<file path="src/rtl/otter_pkg.sv">
// Shared RV32M multiply/divide types: funct3 codes, FSM states, iteration count.
// Functions decode which operands of a funct3 are treated as signed.
package otter_pkg;

  localparam int MD_ITERS = 32;
  localparam int MD_CNT_W = $clog2(MD_ITERS);

  typedef enum logic [2:0] {
    MD_MUL    = 3'b000,
    MD_MULH   = 3'b001,
    MD_MULHSU = 3'b010,
    MD_MULHU  = 3'b011,
    MD_DIV    = 3'b100,
    MD_DIVU   = 3'b101,
    MD_REM    = 3'b110,
    MD_REMU   = 3'b111
  } md_fun_t;

  typedef enum logic [1:0] {
    IDLE = 2'd0,
    CALC = 2'd1,
    DONE = 2'd2
  } md_state_t;

  typedef enum logic {
    CORE_MUL = 1'b0,
    CORE_DIV = 1'b1
  } core_mode_t;

  function automatic logic fun_is_div(input md_fun_t f);
    return f[2];
  endfunction

  function automatic logic fun_a_signed(input md_fun_t f);
    return f inside {MD_MULH, MD_MULHSU, MD_DIV, MD_REM};
  endfunction

  function automatic logic fun_b_signed(input md_fun_t f);
    return f inside {MD_MULH, MD_DIV, MD_REM};
  endfunction

endpackage

</file>
<file path="src/rtl/otter_muldiv_core.sv">
// Radix-2 step engine on unsigned magnitudes: shift-add multiply or restoring divide.
// One step per enabled cycle; res_hi/res_lo present the result of the step about to be taken.
module otter_muldiv_core
  import otter_pkg::*;
#(
  parameter int XLEN = 32
) (
  input  logic            clk,
  input  logic            rst,
  input  logic            load,
  input  logic            en,
  input  core_mode_t      mode,
  input  logic [XLEN-1:0] op_a,
  input  logic [XLEN:0]   op_b,
  output logic [XLEN-1:0] res_hi,
  output logic [XLEN-1:0] res_lo
);

  logic [XLEN:0]   hi_q, dvs_q, hi_nxt, trial;
  logic [XLEN-1:0] lo_q, lo_nxt;
  logic [XLEN+1:0] sum, diff;

  // mul: {hi,lo} is partial product, lo holds remaining multiplier bits.
  // div: hi is partial remainder, lo shifts dividend out and quotient in.
  always_comb begin
    sum    = {1'b0, hi_q} + {1'b0, dvs_q};
    trial  = {hi_q[XLEN-1:0], lo_q[XLEN-1]};
    diff   = {1'b0, trial} - {1'b0, dvs_q};
    hi_nxt = hi_q;
    lo_nxt = lo_q;
    if (mode == CORE_MUL) begin
      if (lo_q[0]) begin
        hi_nxt = sum[XLEN+1:1];
        lo_nxt = {sum[0], lo_q[XLEN-1:1]};
      end else begin
        hi_nxt = {1'b0, hi_q[XLEN:1]};
        lo_nxt = {hi_q[0], lo_q[XLEN-1:1]};
      end
    end else if (!diff[XLEN+1]) begin
      hi_nxt = diff[XLEN:0];
      lo_nxt = {lo_q[XLEN-2:0], 1'b1};
    end else begin
      hi_nxt = trial;
      lo_nxt = {lo_q[XLEN-2:0], 1'b0};
    end
  end

  always_ff @(posedge clk or posedge rst) begin
    if (rst) begin
      hi_q  <= '0;
      lo_q  <= '0;
      dvs_q <= '0;
    end else if (load) begin
      hi_q  <= '0;
      lo_q  <= op_a;
      dvs_q <= op_b;
    end else if (en) begin
      hi_q <= hi_nxt;
      lo_q <= lo_nxt;
    end
  end

  assign res_hi = hi_nxt[XLEN-1:0];
  assign res_lo = lo_nxt;

endmodule

</file>
<file path="src/rtl/otter_muldiv.sv">
// RV32M mul/div: MD_DONE 33 cycles after MD_START (2 for div-by-zero/overflow, and for MUL* with OTTER_MULDIV_FAST_MUL_EN).
// No backpressure: MD_BUSY stalls the pipeline, MD_START is taken only in IDLE, MD_FLUSH aborts.
module otter_muldiv
  import otter_pkg::*;
#(
  parameter int XLEN = 32
) (
  input  logic            CLK,
  input  logic            RST,
  input  logic            MD_START,
  input  logic            MD_FLUSH,
  input  logic [XLEN-1:0] MD_a,
  input  logic [XLEN-1:0] MD_b,
  input  logic [2:0]      MD_FUN,
  output logic            MD_BUSY,
  output logic            MD_DONE,
  output logic [XLEN-1:0] MD_RESULT
);

  md_state_t             state, state_nxt;
  md_fun_t               fun_in, fun_q;
  logic [MD_CNT_W-1:0]   cnt;
  logic [XLEN-1:0]       a_q, b_q, mag_a_in, mag_b_in, core_hi, core_lo, quo, rem_v, res_val;
  logic [2*XLEN-1:0]     prod;
  logic                  capture, neg_a, neg_b, div_zero, div_ovf, fast_mul, last, res_ld;

  assign fun_in   = md_fun_t'(MD_FUN);
  assign capture  = (state == IDLE) && MD_START && !MD_FLUSH;
  assign mag_a_in = (fun_a_signed(fun_in) && MD_a[XLEN-1]) ? -MD_a : MD_a;
  assign mag_b_in = (fun_b_signed(fun_in) && MD_b[XLEN-1]) ? -MD_b : MD_b;

  otter_muldiv_core #(.XLEN(XLEN)) u_core (
    .clk    (CLK),
    .rst    (RST),
    .load   (capture),
    .en     (state == CALC),
    .mode   (fun_is_div(fun_q) ? CORE_DIV : CORE_MUL),
    .op_a   (mag_a_in),
    .op_b   ({1'b0, mag_b_in}),
    .res_hi (core_hi),
    .res_lo (core_lo)
  );

  assign neg_a    = fun_a_signed(fun_q) && a_q[XLEN-1];
  assign neg_b    = fun_b_signed(fun_q) && b_q[XLEN-1];
  assign div_zero = fun_is_div(fun_q) && (b_q == '0);
  assign div_ovf  = ((fun_q == MD_DIV) || (fun_q == MD_REM)) &&
                    (a_q == {1'b1, {(XLEN-1){1'b0}}}) && (b_q == '1);
  assign last     = (cnt == MD_CNT_W'(MD_ITERS - 1));
`ifdef OTTER_MULDIV_FAST_MUL_EN
  assign fast_mul = !fun_is_div(fun_q);
`else
  assign fast_mul = 1'b0;
`endif

  always_comb begin
`ifdef OTTER_MULDIV_FAST_MUL_EN
    logic signed [XLEN:0]     fa, fb;
    logic signed [2*XLEN-1:0] fa_w, fb_w;
    fa   = {fun_a_signed(fun_q) && a_q[XLEN-1], a_q};
    fb   = {fun_b_signed(fun_q) && b_q[XLEN-1], b_q};
    fa_w = (2*XLEN)'(fa);
    fb_w = (2*XLEN)'(fb);
    prod = fa_w * fb_w;
`else
    prod = {core_hi, core_lo};
    if (neg_a ^ neg_b) prod = -prod;
`endif
    quo   = (neg_a ^ neg_b) ? -core_lo : core_lo;
    rem_v = neg_a ? -core_hi : core_hi;
    case (fun_q)
      MD_MUL:                       res_val = prod[XLEN-1:0];
      MD_MULH, MD_MULHSU, MD_MULHU: res_val = prod[2*XLEN-1:XLEN];
      MD_DIV, MD_DIVU:              res_val = quo;
      default:                      res_val = rem_v;
    endcase
    // fun_q[1] separates REM/REMU from DIV/DIVU
    if (div_zero)     res_val = fun_q[1] ? a_q : '1;
    else if (div_ovf) res_val = fun_q[1] ? '0 : a_q;
  end

  always_comb begin
    state_nxt = state;
    res_ld    = 1'b0;
    case (state)
      IDLE: if (capture) state_nxt = CALC;
      CALC: if (div_zero || div_ovf || fast_mul || last) begin
        state_nxt = DONE;
        res_ld    = 1'b1;
      end
      default: state_nxt = IDLE;
    endcase
    if (MD_FLUSH) begin
      state_nxt = IDLE;
      res_ld    = 1'b0;
    end
  end

  always_ff @(posedge CLK or posedge RST) begin
    if (RST) begin
      state     <= IDLE;
      cnt       <= '0;
      a_q       <= '0;
      b_q       <= '0;
      fun_q     <= MD_MUL;
      MD_RESULT <= '0;
    end else begin
      state <= state_nxt;
      if (capture) begin
        a_q   <= MD_a;
        b_q   <= MD_b;
        fun_q <= fun_in;
        cnt   <= '0;
      end else if (state == CALC) begin
        cnt <= cnt + 1'b1;
      end
      if (res_ld) MD_RESULT <= res_val;
    end
  end

  assign MD_BUSY = (state == CALC);
  assign MD_DONE = (state == DONE);

endmodule

</file>
<file path="config.mk">
export PLATFORM = sky130hd
export DESIGN_NAME = otter_muldiv
export DESIGN_NICKNAME = d
export VERILOG_FILES = /design/src/rtl/otter_pkg.sv /design/src/rtl/otter_muldiv_core.sv /design/src/rtl/otter_muldiv.sv
export SDC_FILE = /design/constraint.sdc
export NUM_CORES = 1
export LEC_CHECK = 0
export ABC_AREA = 1
export CAP_MARGIN = 0
export CORE_ASPECT_RATIO = 1.4
export CORE_UTILIZATION = 60
export CTS_BUF_LIST = sky130_fd_sc_hd__clkbuf_2 sky130_fd_sc_hd__clkbuf_4 sky130_fd_sc_hd__clkbuf_8
export DETAILED_ROUTE_END_ITERATION = 10
export PLACE_DENSITY_LB_ADDON = 0.1
export REMOVE_ABC_BUFFERS = 1
export SKIP_LAST_GASP = 1
export SYNTH_ARGS = -nofsm -noshare
export SYNTH_HDL_FRONTEND = slang
export SYNTH_SLANG_ARGS = --single-unit
</file>
<file path="constraint.sdc">
create_clock -name CLK -period 10 [get_ports CLK]
set_input_delay 1.5 -clock CLK [delete_from_list [all_inputs] [get_ports CLK]]
set_output_delay 1.5 -clock CLK [all_outputs]
set_load 0.005 [all_outputs]
</file>
Word-level counts from Yosys, hierarchy flattened
Cells that the tools add are included.
W data, S select, Z words.
{"block": "classes", "n_bitwise": 1, "add_sub_neg": 8, "reduce_logical": 24, "eq_ne": 17, "mux": 30}
{"op": "$mux W32", "n": 12}
{"op": "$mux W33", "n": 5}
{"op": "$neg A32 Y32", "n": 4}
{"op": "$pmux W32 S3", "n": 1}
{"op": "$eq A32 B32 Y1 const B", "n": 2}
{"op": "$mux W64", "n": 1}
{"op": "$neg A64 Y64", "n": 1}
{"op": "$add A33 B32 Y34", "n": 1}
{"op": "$sub A33 B32 Y34", "n": 1}
{"op": "$logic_not A32 Y1", "n": 1}
{"op": "$eq A3 B3 Y1 const B", "n": 5}
{"op": "$mux W5", "n": 2}
{"op": "$eq A3 B2 Y1 const B", "n": 3}
{"op": "$logic_and A1 B1 Y1", "n": 9}
{"op": "$reduce_bool A4 Y1", "n": 2}
{"op": "$eq A3 B1 Y1 const B", "n": 2}
{"op": "$mux W2", "n": 3}
{"op": "$reduce_bool A3 Y1", "n": 2}
{"op": "$add A5 B1 Y5 const B", "n": 1}
{"op": "$eq A5 B5 Y1 const B", "n": 1}
{"op": "$mux W1", "n": 5}
{"op": "$pmux W2 S2", "n": 1}
{"op": "$logic_not A3 Y1", "n": 1}
{"op": "$logic_or A1 B1 Y1", "n": 3}
{"op": "11 further kinds", "n": 11}
{"block": "totals", "reg_bits": 203, "input_bits": 71, "elab_cells": 89}

Longest topological paths before layout
{"block": "depth", "word_depth": 9, "ltp_mapped": 34, "mapped_depth_nobuf": 34}

Hierarchy
Synthesis repeated with hierarchy kept, for this count alone.
{"block": "hier_totals", "hier_cells": 3599, "area_unflattened_um2": 20792.4}
{"module": "otter_muldiv_core", "cells_per_inst": 1818, "seq_area_each_um2": 2452.4, "n_inst": 1, "area_each_um2": 10647.7}
{"module": "otter_muldiv", "cells_per_inst": 1781, "seq_area_each_um2": 2652.5, "n_inst": 1, "area_each_um2": 10144.7}

Worst setup path before layout
Ideal clock, no wire load.
{"block": "synth_path", "path_kind": "input to register", "start": "input MD_b[1]", "end": "register u_core.dvs_q[28]", "t_required_ns": 9.887, "path_slack_ns": 6.206, "path_stages": 17, "arrival_ns": 3.681, "cell_sequence": "inv_1 -> ha_1 -> inv_1 -> nor3_1 -> nand3_1 -> nor3_1 -> nand4_1 -> inv_1 -> nand2_1 -> nor3_1 -> nand4_1 -> or3_1 -> nor3_2 -> nand2_1 -> a21oi_1 -> a31o_1 -> inv_1"}
{"block": "synth_via", "elab_chain_len": 2}
{"item": "from (decl)", "line": "otter_muldiv.sv:13", "rtl": "input logic [XLEN-1:0] MD_b,"}
{"item": "$neg A32 Y32", "line": "otter_muldiv.sv:30", "rtl": "assign mag_b_in = (fun_b_signed(fun_in) && MD_b[XLEN-1]) ? -MD_b : MD_b;"}
{"item": "$mux W32", "line": "otter_muldiv.sv:30"}
{"item": "to (signal assigned)", "line": "otter_muldiv_core.sv:56", "rtl": "dvs_q <= op_b;"}
{"item": "to (decl)", "line": "otter_muldiv_core.sv:19", "rtl": "logic [XLEN:0] hi_q, dvs_q, hi_nxt, trial;"}
No other way between the ends.
A chain may end at the register's enable or synchronous reset.

Worst setup path after layout
{"block": "layout_path", "start": "register fun_q[1]", "end": "register MD_RESULT[30]"}
{"block": "layout_via", "elab_chain_len": 9, "word_cells_on_any_way": 30}
{"item": "from (decl)", "line": "otter_muldiv.sv:21", "rtl": "md_fun_t fun_in, fun_q;"}
{"item": "from (signal assigned)", "line": "otter_muldiv.sv:112", "rtl": "fun_q <= fun_in;"}
{"item": "branches (longest 9 deep; another with $mux W32)"}
{"item": "to (signal assigned)", "line": "otter_muldiv.sv:117", "rtl": "if (res_ld) MD_RESULT <= res_val;"}
{"item": "to (decl)", "line": "otter_muldiv.sv:17", "rtl": "output logic [XLEN-1:0] MD_RESULT"}
Parallel ways; which one is timed is not known.

==> flow_results.xml <==
<?xml version="1.0" encoding="UTF-8"?>
<metrics>
  <group name="route">
    <metric name="routed-via-count" unit="">24000</metric>
    <metric name="post_drt_via_cell_ratio" unit="">6.14</metric>
    <metric name="drt_iter0_markers" unit="">3208</metric>
    <metric name="drt_pass1_iterations" unit="">9</metric>
    <metric name="routed_wirelength" unit="um">85000</metric>
    <metric name="route.antenna.remaining_nets" unit="">0</metric>
    <metric name="remaining_drcs" unit="">0</metric>
    <metric name="avgRoutedWirePerCell" unit="um">21.7</metric>
  </group>
  <group name="run">
    <metric name="maxCapViolations" unit="">1</metric>
  </group>
  <group name="global_route">
    <metric name="grt_max_degree" unit="">118</metric>
    <metric name="grt_use_total" unit="">0.496</metric>
    <metric name="vias_in_the_first_global_route" unit="">22900</metric>
    <metric name="wire_length_of_the_first_global_routing_pass" unit="um">128000</metric>
    <metric name="sum_of_overflow_across_all_layers_after_global_routing" unit="">0</metric>
    <metric name="antenna_violations_before_repair" unit="">1</metric>
  </group>
  <group name="logic_synthesis">
    <metric name="synthArstFlopShare" unit="">1.00</metric>
    <metric name="synth.cell_area" unit="mm2">0.0202</metric>
    <metric name="synth-seq-cells" unit="">202</metric>
    <metric name="yosysWarnings" unit="">0</metric>
    <metric name="synth_edf_count" unit="">0</metric>
    <metric name="synth_seq_area_share" unit="">0.250</metric>
    <metric name="avgSynthCellArea" unit="um2">5.98</metric>
    <metric name="post_synth_inst_count" unit="">3386</metric>
    <metric name="synth_cell_types" unit="">65</metric>
    <metric name="synthFlopType" unit="">sky130_fd_sc_hd__dfrtp_1</metric>
  </group>
  <group name="floorplan">
    <metric name="num_rows" unit="">79</metric>
    <metric name="die_w" unit="um">157</metric>
    <metric name="boundaryPins" unit="">105</metric>
    <metric name="height_of_the_die" unit="um">219</metric>
    <metric name="core" unit="mm2">0.0332</metric>
    <metric name="die_footprint" unit="mm2">0.0345</metric>
    <metric name="initial_core_util" unit="">0.609</metric>
  </group>
  <group name="critical_path">
    <metric name="cp_max_fo" unit="">62</metric>
    <metric name="worstPathCellList" unit="">buf_4 -&gt; inv_1 -&gt; nand2_1 -&gt; o21ai_1 -&gt; or2_2 -&gt; nand2_2 -&gt; clkinv_1 -&gt; buf_4 -&gt; nand2_1 -&gt; o21ai_0 -&gt; inv_1 -&gt; or2_2 -&gt; a31oi_1 -&gt; nand3_1 -&gt; nand2_1 -&gt; nand3_1 -&gt; nand2_1</metric>
    <metric name="worst-endpoint-required" unit="ps">10500</metric>
    <metric name="crit_type" unit="">reg2reg</metric>
    <metric name="critical-path-top-delay-family" unit="">simple AND/OR/NAND/NOR gates</metric>
    <metric name="worst_setup_path_start_kind" unit="">register</metric>
    <metric name="cp.buffers_inverters" unit="">5</metric>
    <metric name="worst_path_max_delay_cell" unit="">sky130_fd_sc_hd__o21ai_1</metric>
    <metric name="cpMostUsedCell" unit="">sky130_fd_sc_hd__nand2_1</metric>
    <metric name="worst_setup_path_end_kind" unit="">register</metric>
    <metric name="data_arrival_time_of_the_critical_path" unit="ps">5960</metric>
    <metric name="critical_path.max_stage_delay" unit="ps">930</metric>
  </group>
  <group name="timing">
    <metric name="final_hold_viol_count" unit="">0</metric>
    <metric name="slew_viol_final" unit="">2</metric>
    <metric name="worstMarginPinSlew" unit="ps">1590</metric>
    <metric name="final_setup_tns" unit="ps">0</metric>
    <metric name="report.final.setup_viol" unit="">0</metric>
    <metric name="max_freq" unit="MHz">183</metric>
    <metric name="tcrit_tclk_final" unit="">0.545</metric>
    <metric name="finalClockSkew" unit="ps">44.0</metric>
    <metric name="rsz0062_at_grt" unit="">no</metric>
    <metric name="slew_headroom" unit="">-0.0692</metric>
    <metric name="post_route_worst_hold_slack" unit="ps">468</metric>
    <metric name="min_period" unit="ps">5450</metric>
  </group>
  <group name="final_layout">
    <metric name="drive_gt1_frac" unit="">0.0702</metric>
    <metric name="flow.area_growth_from_synthesis" unit="%">10.1</metric>
    <metric name="nNetsFinal" unit="">3581</metric>
  </group>
  <group name="clocking">
    <metric name="post_cts_hold_buffer_count" unit="">0</metric>
    <metric name="cts_sinks" unit="">202</metric>
    <metric name="cts_tree" unit="">built</metric>
    <metric name="path_clk_slew" unit="ps">70</metric>
    <metric name="root_buffer" unit="">sky130_fd_sc_hd__clkbuf_8</metric>
    <metric name="postCtsSetupRepairBufs" unit="">0</metric>
    <metric name="htree_levels" unit="">2</metric>
    <metric name="clk-insertion-delay-late" unit="ps">600</metric>
    <metric name="post_cts_resized" unit="">0</metric>
    <metric name="cts_made_buffers" unit="">36</metric>
    <metric name="ctsLongestPathBuffers" unit="">3</metric>
  </group>
  <group name="pwr">
    <metric name="leakagePower" unit="nW">11.7</metric>
    <metric name="power" unit="W">0.00680</metric>
    <metric name="worst_ir_drop_vdd" unit="mV">0.167</metric>
    <metric name="power_density" unit="mW/mm2">305</metric>
  </group>
  <group name="placement">
    <metric name="gp_routability_congestion" unit="">1.12</metric>
    <metric name="post-dp-hpwl" unit="um">64800</metric>
    <metric name="place.port_buffers" unit="">104</metric>
  </group>
  <group name="status">
    <metric name="run_status" unit="">complete, but fails checks</metric>
    <metric name="failed_checks" unit="">max-capacitance violations, max-slew violations</metric>
  </group>
  <group name="min_path">
    <metric name="tightest_hold_check_type" unit="">reg2reg</metric>
  </group>
</metrics>
report_power, final:
group          switching (W)  total (W)  internal, W
clock               0.000399   0.000898     0.000499
sequential          0.000211    0.00122      0.00101
combinational        0.00334    0.00469      0.00135
total                0.00395    0.00680      0.00286
cells in the mapped netlist (7+ instances only):
master | count | area share
sky130_fd_sc_hd__nor2_2 | 32 | 0.0099
sky130_fd_sc_hd__o221ai_1 | 7 | 0.0030
sky130_fd_sc_hd__nand3_2 | 12 | 0.0059
sky130_fd_sc_hd__o31ai_1 | 7 | 0.0026
sky130_fd_sc_hd__clkbuf_1 | 60 | 0.011
sky130_fd_sc_hd__a31oi_1 | 33 | 0.010
sky130_fd_sc_hd__nor2_4 | 19 | 0.011
sky130_fd_sc_hd__buf_1 | 13 | 0.0024
sky130_fd_sc_hd__a21oi_1 | 155 | 0.038
sky130_fd_sc_hd__nand4_2 | 9 | 0.0056
sky130_fd_sc_hd__dfrtp_1 | 202 | 0.25
sky130_fd_sc_hd__buf_2 | 19 | 0.0047
sky130_fd_sc_hd__o21ai_1 | 21 | 0.0052
sky130_fd_sc_hd__nand3b_1 | 7 | 0.0026
sky130_fd_sc_hd__or2_2 | 7 | 0.0022
sky130_fd_sc_hd__o21ai_0 | 194 | 0.048
sky130_fd_sc_hd__nand3_1 | 267 | 0.066
sky130_fd_sc_hd__nand2_2 | 19 | 0.0059
sky130_fd_sc_hd__nand4_1 | 44 | 0.014
sky130_fd_sc_hd__xnor2_1 | 8 | 0.0035
sky130_fd_sc_hd__inv_2 | 30 | 0.0056
sky130_fd_sc_hd__o22ai_1 | 62 | 0.019
sky130_fd_sc_hd__nor4_1 | 19 | 0.0059
sky130_fd_sc_hd__nand2_1 | 1101 | 0.20
sky130_fd_sc_hd__buf_6 | 11 | 0.0061
sky130_fd_sc_hd__inv_1 | 529 | 0.098
sky130_fd_sc_hd__nor3_1 | 55 | 0.014
sky130_fd_sc_hd__xor2_1 | 27 | 0.012
sky130_fd_sc_hd__ha_1 | 70 | 0.043
sky130_fd_sc_hd__o21ai_2 | 7 | 0.0030
sky130_fd_sc_hd__and2_1 | 8 | 0.0025
sky130_fd_sc_hd__nor2_1 | 250 | 0.046
sky130_fd_sc_hd__o211ai_1 | 15 | 0.0056
per-stage QoR:
stage	cells	instance area, um2	utilization	setup slack, ps
2_1_floorplan	3277	19700	-	2990
3_3_place_gp	3845	21500	0.646	4860
3_5_place_dp	3845	21500	0.646	4890
4_1_cts	3907	22300	0.671	4890
5_1_grt	3907	22300	0.671	4450
6_report	3910	22300	0.671	4550
layout by cell type (no fill, tap or decap), types with 8 or more instances in the layout:
cell	count
sky130_fd_sc_hd__a21oi_1	155
sky130_fd_sc_hd__a31oi_1	33
sky130_fd_sc_hd__and2_1	8
sky130_fd_sc_hd__buf_4	19
sky130_fd_sc_hd__clkbuf_8	48
sky130_fd_sc_hd__clkdlybuf4s50_1	104
sky130_fd_sc_hd__dfrtp_1	201
sky130_fd_sc_hd__ha_1	70
sky130_fd_sc_hd__inv_1	527
sky130_fd_sc_hd__inv_2	29
sky130_fd_sc_hd__nand2_1	1099
sky130_fd_sc_hd__nand2_2	21
sky130_fd_sc_hd__nand3_1	266
sky130_fd_sc_hd__nand3_2	12
sky130_fd_sc_hd__nand4_1	44
sky130_fd_sc_hd__nand4_2	9
sky130_fd_sc_hd__nor2_1	249
sky130_fd_sc_hd__nor2_2	33
sky130_fd_sc_hd__nor2_4	19
sky130_fd_sc_hd__nor3_1	55
sky130_fd_sc_hd__nor4_1	17
sky130_fd_sc_hd__o211ai_1	15
sky130_fd_sc_hd__o21ai_0	194
sky130_fd_sc_hd__o21ai_1	21
sky130_fd_sc_hd__o22ai_1	62
sky130_fd_sc_hd__xnor2_1	8
sky130_fd_sc_hd__xor2_1	27
final cells by class:
type	count	area [um2]
multi-input combinational	2512	12600
fill	3122	10900
sequential	202	5060
inverter	563	2120
timing repair buffer	123	1180
clock buffer	53	698
tap	445	557
clock inverter	9	103
antenna	3	7.51
registers in the layout, indices dropped and copies added (netlist names):
name          count
u_core.hi_q      33
MD_RESULT        32
a_q              32
b_q              32
u_core.lo_q      32
u_core.dvs_q     31
cnt               5
fun_q             3
state             2
routing by layer:
layer  up-vias  share of wire  global-route usage
li1      11000              -                   -
met1     10800           0.33               0.511
met2      1594           0.45               0.806
met3       565          0.097               0.117
met4         0           0.12               0.505
met5         -              0                   0
worst paths after layout:
kind / from / cells after the start / end / slack (ps)
setup / recovery: fun_q[1] / 17 / MD_RESULT[30] / 4550
hold reg to reg: cnt[3] / 1 / cnt[3] / 470
max in group asynchronous: RST / 4 / b_q[25] / 6540
hold / removal: cnt[3] / 1 / cnt[3] / 470
min in group asynchronous: RST / 2 / u_core.lo_q[3] / 1390
setup reg to reg: fun_q[1] / 17 / MD_RESULT[30] / 4550
cell families after synthesis:
family / Yosys count / synth area share
AO/OA/AOI/OAI: 531 / 0.148
XOR/XNOR: 35 / 0.0151
adder cells (fa/ha/maj): 72 / 0.0453
buffers and inverters: 672 / 0.132
flip-flops: 202 / 0.250
multiplexers: 3 / 0.00148
AND/OR/NAND/NOR: 1871 / 0.408
Power figures use the tool's default switching activity.
